<file path="config.mk">
export PLATFORM = sky130hd
export DESIGN_NAME = uart_loader
export DESIGN_NICKNAME = d
export VERILOG_FILES = /design/src/rtl/uart_loader_pkg.sv /design/src/rtl/uart_loader_timeout.sv /design/src/rtl/uart_loader.sv
export SDC_FILE = /design/constraint.sdc
export NUM_CORES = 1
export LEC_CHECK = 0
export CAP_MARGIN = 20
export CORE_UTILIZATION = 40
export CTS_CLUSTER_SIZE = 12
export DETAILED_ROUTE_END_ITERATION = 6
export PLACE_DENSITY_LB_ADDON = 0.05
export SYNTH_ARGS = -nofsm -noshare
export SYNTH_HDL_FRONTEND = slang
export SYNTH_SLANG_ARGS = --single-unit
</file>
<file path="constraint.sdc">
create_clock -name clk -period 2.7 [get_ports clk]
set_input_delay 0.54 -clock clk [delete_from_list [all_inputs] [get_ports clk]]
set_output_delay 0.54 -clock clk [all_outputs]
set_load 0.03 [all_outputs]
</file>
<file path="src/rtl/uart_loader_pkg.sv">
// rtl/uart_loader_pkg.sv - command codes, response bytes and FSM states for uart_loader
package uart_loader_pkg;

    localparam logic [7:0] CMD_W = 8'h57;
    localparam logic [7:0] CMD_R = 8'h52;
    localparam logic [7:0] CMD_G = 8'h47;
    localparam logic [7:0] ACK   = 8'h06;
    localparam logic [7:0] NAK   = 8'h15;

    typedef enum logic [3:0] {
        S_IDLE,
        S_HDR,
        S_WDATA,
        S_WSUM,
        S_RREQ,
        S_RLAT,
        S_RSEND,
        S_RSUM,
        S_RESP
    } state_t;

endpackage

</file>
<file path="src/rtl/uart_loader_timeout.sv">
// rtl/uart_loader_timeout.sv - inter-byte watchdog: reloads on clear or when disabled, expires at zero
module uart_loader_timeout #(
    parameter int TIMEOUT = 1000000
) (
    input  logic clk,
    input  logic reset,
    input  logic clear,
    input  logic en,
    output logic expired
);

    localparam int CW = $clog2(TIMEOUT + 1);
    localparam logic [CW-1:0] LOAD = CW'(TIMEOUT);

    logic [CW-1:0] cnt;

    always_ff @(posedge clk or negedge reset) begin
        if (!reset) begin
            cnt <= LOAD;
        end else if (clear || !en) begin
            cnt <= LOAD;
        end else if (cnt != '0) begin
            cnt <= cnt - CW'(1);
        end
    end

    assign expired = en && (cnt == '0);

endmodule

</file>
<file path="src/rtl/uart_loader.sv">
// rtl/uart_loader.sv - UART command responder: framed W/R/G commands to a ram32 port, holds CPU until Go
module uart_loader
    import uart_loader_pkg::*;
#(
    parameter int ADDRW         = 11,
    parameter int TIMEOUT       = 1000000,
    parameter bit HOLD_ON_RESET = 1'b1
) (
    input  logic             clk,
    input  logic             reset,
    input  logic [7:0]       rx_q,
    input  logic             rx_dv,
    output logic             rx_rd,
    output logic [7:0]       tx_d,
    output logic             tx_wr,
    input  logic             tx_thre,
    output logic [ADDRW-1:0] mem_addr,
    output logic [3:0]       mem_wstrb,
    output logic [31:0]      mem_wdata,
    output logic             mem_re,
    input  logic [31:0]      mem_rdata,
    output logic             cpu_hold,
    output logic             busy
);

    state_t      state, state_n;
    logic [31:0] addr;
    logic [31:0] addr_inc;
    logic [15:0] len;
    logic [15:0] len_hdr;
    logic [7:0]  sum;
    logic [2:0]  hdr_cnt;
    logic        is_write, is_go;
    logic        rx_guard, tx_guard;
    logic        rx_take, tx_fire, to_en, expired, to_abort;

    // rx_rd is registered, so rx_dv is still high while it is asserted; block that cycle and the next
    assign rx_take  = (state inside {S_IDLE, S_HDR, S_WDATA, S_WSUM}) && rx_dv && !rx_rd && !rx_guard;
    assign tx_fire  = (state inside {S_RSEND, S_RSUM, S_RESP}) && tx_thre && !tx_guard;
    assign to_en    = state inside {S_HDR, S_WDATA, S_WSUM};
    assign to_abort = expired && !rx_take;
    assign tx_wr    = tx_fire;
    assign mem_re   = (state == S_RREQ);
    assign busy     = (state != S_IDLE);
    assign addr_inc = addr + 32'd1;
    assign len_hdr  = {rx_q, len[7:0]};

    uart_loader_timeout #(.TIMEOUT(TIMEOUT)) u_timeout (
        .clk     (clk),
        .reset   (reset),
        .clear   (rx_take),
        .en      (to_en),
        .expired (expired)
    );

    always_comb begin
        state_n = state;
        unique case (state)
            S_IDLE:  if (rx_take) state_n = (rx_q == CMD_W || rx_q == CMD_R) ? S_HDR : S_RESP;
            S_HDR: begin
                if (rx_take) begin
                    if (hdr_cnt == 3'd5) begin
                        if (len_hdr == 16'd0) state_n = is_write ? S_WSUM : S_RSUM;
                        else                  state_n = is_write ? S_WDATA : S_RREQ;
                    end
                end else if (expired) begin
                    state_n = S_RESP;
                end
            end
            S_WDATA: begin
                if (rx_take) begin
                    if (len == 16'd1) state_n = S_WSUM;
                end else if (expired) begin
                    state_n = S_RESP;
                end
            end
            S_WSUM:  if (rx_take || expired) state_n = S_RESP;
            S_RREQ:  state_n = S_RLAT;
            S_RLAT:  state_n = S_RSEND;
            S_RSEND: if (tx_fire) state_n = (len == 16'd1) ? S_RSUM : S_RREQ;
            S_RSUM:  if (tx_fire) state_n = S_IDLE;
            S_RESP:  if (tx_fire) state_n = S_IDLE;
            default: state_n = S_IDLE;
        endcase
    end

    always_ff @(posedge clk or negedge reset) begin
        if (!reset) begin
            state     <= S_IDLE;
            addr      <= '0;
            len       <= '0;
            sum       <= '0;
            hdr_cnt   <= '0;
            is_write  <= 1'b0;
            is_go     <= 1'b0;
            rx_rd     <= 1'b0;
            rx_guard  <= 1'b0;
            tx_guard  <= 1'b0;
            tx_d      <= '0;
            mem_addr  <= '0;
            mem_wstrb <= '0;
            mem_wdata <= '0;
            cpu_hold  <= HOLD_ON_RESET;
        end else begin
            state     <= state_n;
            rx_rd     <= rx_take;
            rx_guard  <= rx_rd;
            tx_guard  <= tx_fire;
            mem_wstrb <= '0;
            case (state)
                S_IDLE: if (rx_take) begin
                    sum      <= '0;
                    hdr_cnt  <= '0;
                    is_write <= (rx_q == CMD_W);
                    is_go    <= (rx_q == CMD_G);
                    tx_d     <= (rx_q == CMD_G) ? ACK : NAK;
                end
                S_HDR: if (rx_take) begin
                    hdr_cnt <= hdr_cnt + 3'd1;
                    if (hdr_cnt < 3'd4)       addr[{hdr_cnt[1:0], 3'b000} +: 8] <= rx_q;
                    else if (hdr_cnt == 3'd4) len[7:0]  <= rx_q;
                    else                      len[15:8] <= rx_q;
                    if (hdr_cnt == 3'd5) begin
                        tx_d     <= sum;
                        mem_addr <= addr[ADDRW+1:2];
                    end
                end
                S_WDATA: if (rx_take) begin
                    mem_addr  <= addr[ADDRW+1:2];
                    mem_wdata <= {4{rx_q}};
                    mem_wstrb <= 4'b0001 << addr[1:0];
                    addr      <= addr_inc;
                    len       <= len - 16'd1;
                    sum       <= sum + rx_q;
                end
                S_WSUM: if (rx_take) tx_d <= (rx_q == sum) ? ACK : NAK;
                S_RLAT: tx_d <= mem_rdata[{addr[1:0], 3'b000} +: 8];
                S_RSEND: if (tx_fire) begin
                    sum      <= sum + tx_d;
                    addr     <= addr_inc;
                    len      <= len - 16'd1;
                    mem_addr <= addr_inc[ADDRW+1:2];
                    if (len == 16'd1) tx_d <= sum + tx_d;
                end
                S_RESP: if (tx_fire && is_go) cpu_hold <= 1'b0;
                default: ;
            endcase
            // Partial frames are not rolled back; the abort only answers NAK
            if (to_abort) tx_d <= NAK;
        end
    end

endmodule

</file>
==> impl_metrics.toml <==
[timing]
layout_min_cycle_time_ps = 2570
tightest_slew_ps = 673
worst_slew_margin_rel = 0.548
slew_violations = 0
hold_viol = 0
period_share = 0.954
skew_ps = 6.57
setup-tns-final_ps = 0
setup_viol = 0
fmax_mhz = 388
rsz0062_at_grt = "false"

[worst_setup_path]
crit_fanout = 11
reg2reg_from = "sum[0]"
cp_top_family = "buffers and inverters"
end_kind = "primary output"
cp.depth = 3
r2r_slack_ps = 320
cp_slowest_cell = "clkdlybuf4s50_1"
path_class = "register to primary output"
r2r_end = "tx_d[6]"
worstPathArrival_ps = 2030
worstRegToRegCells = 8
cp.required_ps = 2160
cp_cell_sequence = "nor2_1 > nand2_1 > clkdlybuf4s50_1"
crit_buf_inv = 1
slowest_delay_ps = 620
setup.worst_path.start_class = "register"

[cts]
postCtsHoldBufs = 0
clockBufferDepth = 2
cts_tree = "done"
insertion_delay_ps = 360
numCtsBuffers = 9
cts.htree.levels = 3
clkSinkCount = 101
clk_pin_slew_worst_paths_ps = 70
cts_root_buffer = "clkbuf_16"

[route]
via_per_inst = 5.60
drt_iter0_markers = 369
vias = 6258
wl_met2_um = 9430
m1WireLength_um = 8800
dr.pass1.iters = 4
wl_per_cell_um = 17.7
drc = 0
routed_wl_um = 19800
postRouteAntennaNets = 0
met3_length_um = 958
top_layer = "met4"

[layout]
diodes = 0
fin_util = 0.520
finalNetCount = 966
area_growth_pct = 27.4
fin_cells = 1118
drive_above_1_share = 0.146

[yosys]
ys_types = 81
async_flop_share = 1.00
ys_warn_count = 0
synth_area_leader_cell = "dfrtp_1"
synth_area_leaders = "dfrtp_1 (34%), ha_1 (5.0%), nor2_1 (4.4%), nand2_1 (4.3%), a21oi_1 (4.1%)"
synth_ff_type = "dfrtp_1"
synth_seq_cells = 101
synth-edff-count = 0
syn_nets = 838
synthCells = 765
synth_area_sq_um = 6770
syn_avg_cell_area_sq_um = 8.85
yosysSeqAreaShare = 0.375
synth_top_area_frac = 0.344

[run_status]
outcome = "complete, no violations"

[pwr]
finalPower_mw = 9.62
peakVddDrop_mv = 0.615
pwr-share-comb = 0.585
seqPwrFrac = 0.274
p_per_area_nw_per_um2 = 1120
p_sw_mw = 4.41
p_sw_frac = 0.459
power.internal_mw = 5.21
leakagePower_nw = 3.64
clkPwrFrac = 0.141

[die]
dieArea_sq_um = 17500
die_y_um = 132
start_util = 0.408
pin_count = 104
fp.coreArea_sq_um = 16600
fp-row-count = 47
fp.dieW_um = 132

[global_routing]
grt_usage = 0.236
antenna_found_initial = 0
grt-ovfl-total = 0
first_global_vias = 6045
grt_pass1_wl_um = 32300
grt_max_degree = 52

[flow_run]
maxCapViolCount = 0

[placed_design]
dpl.hpwl_um = 15000
portBuffers = 103
gp_congestion = 0.896
dpl.cell_count = 1102

[min_path]
hold_path_class = "input port to async pin"
how the worst max path moves through the flow:
| stage | startpoint | to |
|---|---|---|
| final | state[0] | busy |
| after detailed placement | rx_dv | addr[9] |
| after CTS | state[3] | tx_wr |
| after global placement | rx_dv | addr[11] |
| after global routing | state[0] | busy |
| after floorplan | rx_rd | len[6] |
placed cells by master, fill, tap and decap left out, types with 4 or more instances in the layout:
master	instances
nand3_1	21
o2bb2ai_1	5
o22a_1	5
o211ai_1	7
nor4_1	17
ha_1	27
buf_4	69
xnor2_1	11
o21ai_0	37
mux4_2	8
nor3_1	26
nor2_1	80
and3_1	13
a31oi_1	13
inv_1	23
a21oi_1	56
clkbuf_16	9
a21o_1	9
clkdlybuf4s50_1	101
a221oi_1	6
a22o_1	4
a21oi_2	5
xor2_1	26
nand2_1	78
dfrtp_1	92
nand4_1	12
o22ai_1	6
dfstp_2	8
a22oi_1	15
nor4b_1	4
o21ai_1	4
nand2b_1	9
or3_1	5
nor2b_1	7
a211oi_1	5
final cells by class:
type / instances / area [sq um]
inverters: 24 / 90.1
repair buffers: 172 / 1570
clock buffers: 11 / 253
fillers: 1550 / 7960
clock inverters: 5 / 57.6
multi-input cells: 585 / 3840
flip-flops and latches: 101 / 2540
well taps: 220 / 275
synthesized netlist by cell type (all sizes together), types with 6 or more instances:
library cell and number:
clkbuf 18, nand2b 9, nand3 22, a21oi 61
o22ai 6, dfstp 8, nand2 78, ha 27
a21o 10, dfrtp 93, xor2 26, a22oi 15
nor4 18, nor4b 6, inv 23, o211ai 7
a31oi 13, nor2b 8, and3 13, o21ai 41
a221oi 6, mux4 8, nor3 27, buf 37
nand4 12, nor2 81, xnor2 11
what timing repair did:
action,4_1_cts,5_1_grt
hold endpoints to repair,0,0
gates resized for setup,0,4
buffers inserted,0,0
setup endpoints to repair,0,3
through the flow:
stage | hold slack [ps] | cell area (sq um) | setup slack (ps)
2_1_floorplan | 244 | 6770 | 319
3_3_place_gp | 400 | 8300 | -84.7
3_5_place_dp | 404 | 8300 | -151
4_1_cts | 230 | 8610 | 15.2
5_1_grt | 248 | 8630 | 14.8
6_report | 202 | 8630 | 125
kinds of logic (layout without fill, tap and decap cells):
family	count (synthesis)	after routing	synth area share
AND/OR/NAND/NOR	302	302	0.228
XOR/XNOR	37	37	0.0479
buffers and inverters	79	212	0.0599
flip-flops	101	101	0.375
adder cells (fa/ha/maj)	29	29	0.0558
AO/OA/AOI/OAI	206	206	0.202
multiplexers	11	11	0.0314
sequential cells by signal, indices dropped and copies added (netlist names), 3 cells and up:
| signal | flops |
|---|---|
| hdr_cnt | 3 |
| sum | 8 |
| mem_wdata | 8 |
| u_timeout.cnt | 20 |
| tx_d | 8 |
| mem_addr | 11 |
| addr | 13 |
| mem_wstrb | 4 |
| state | 4 |
| len | 16 |
power groups by stage:
stage | logic [mW] | registers, mW | clock network (mW)
global route | 6.12 | 2.73 | 1.46
CTS | 5.62 | 2.63 | 1.39
finish | 5.62 | 2.64 | 1.36
floorplan | 3.58 | 2.76 | 0
global placement | 5.51 | 2.63 | 0
detailed placement | 5.59 | 2.65 | 0
layer usage:
layer	up-vias	global-route usage
li1	3046	-
met1	3002	0.313
met2	179	0.381
met3	31	0.0454
met4	0	0.0891
met5	-	0
Power figures use the tool's default switching activity.
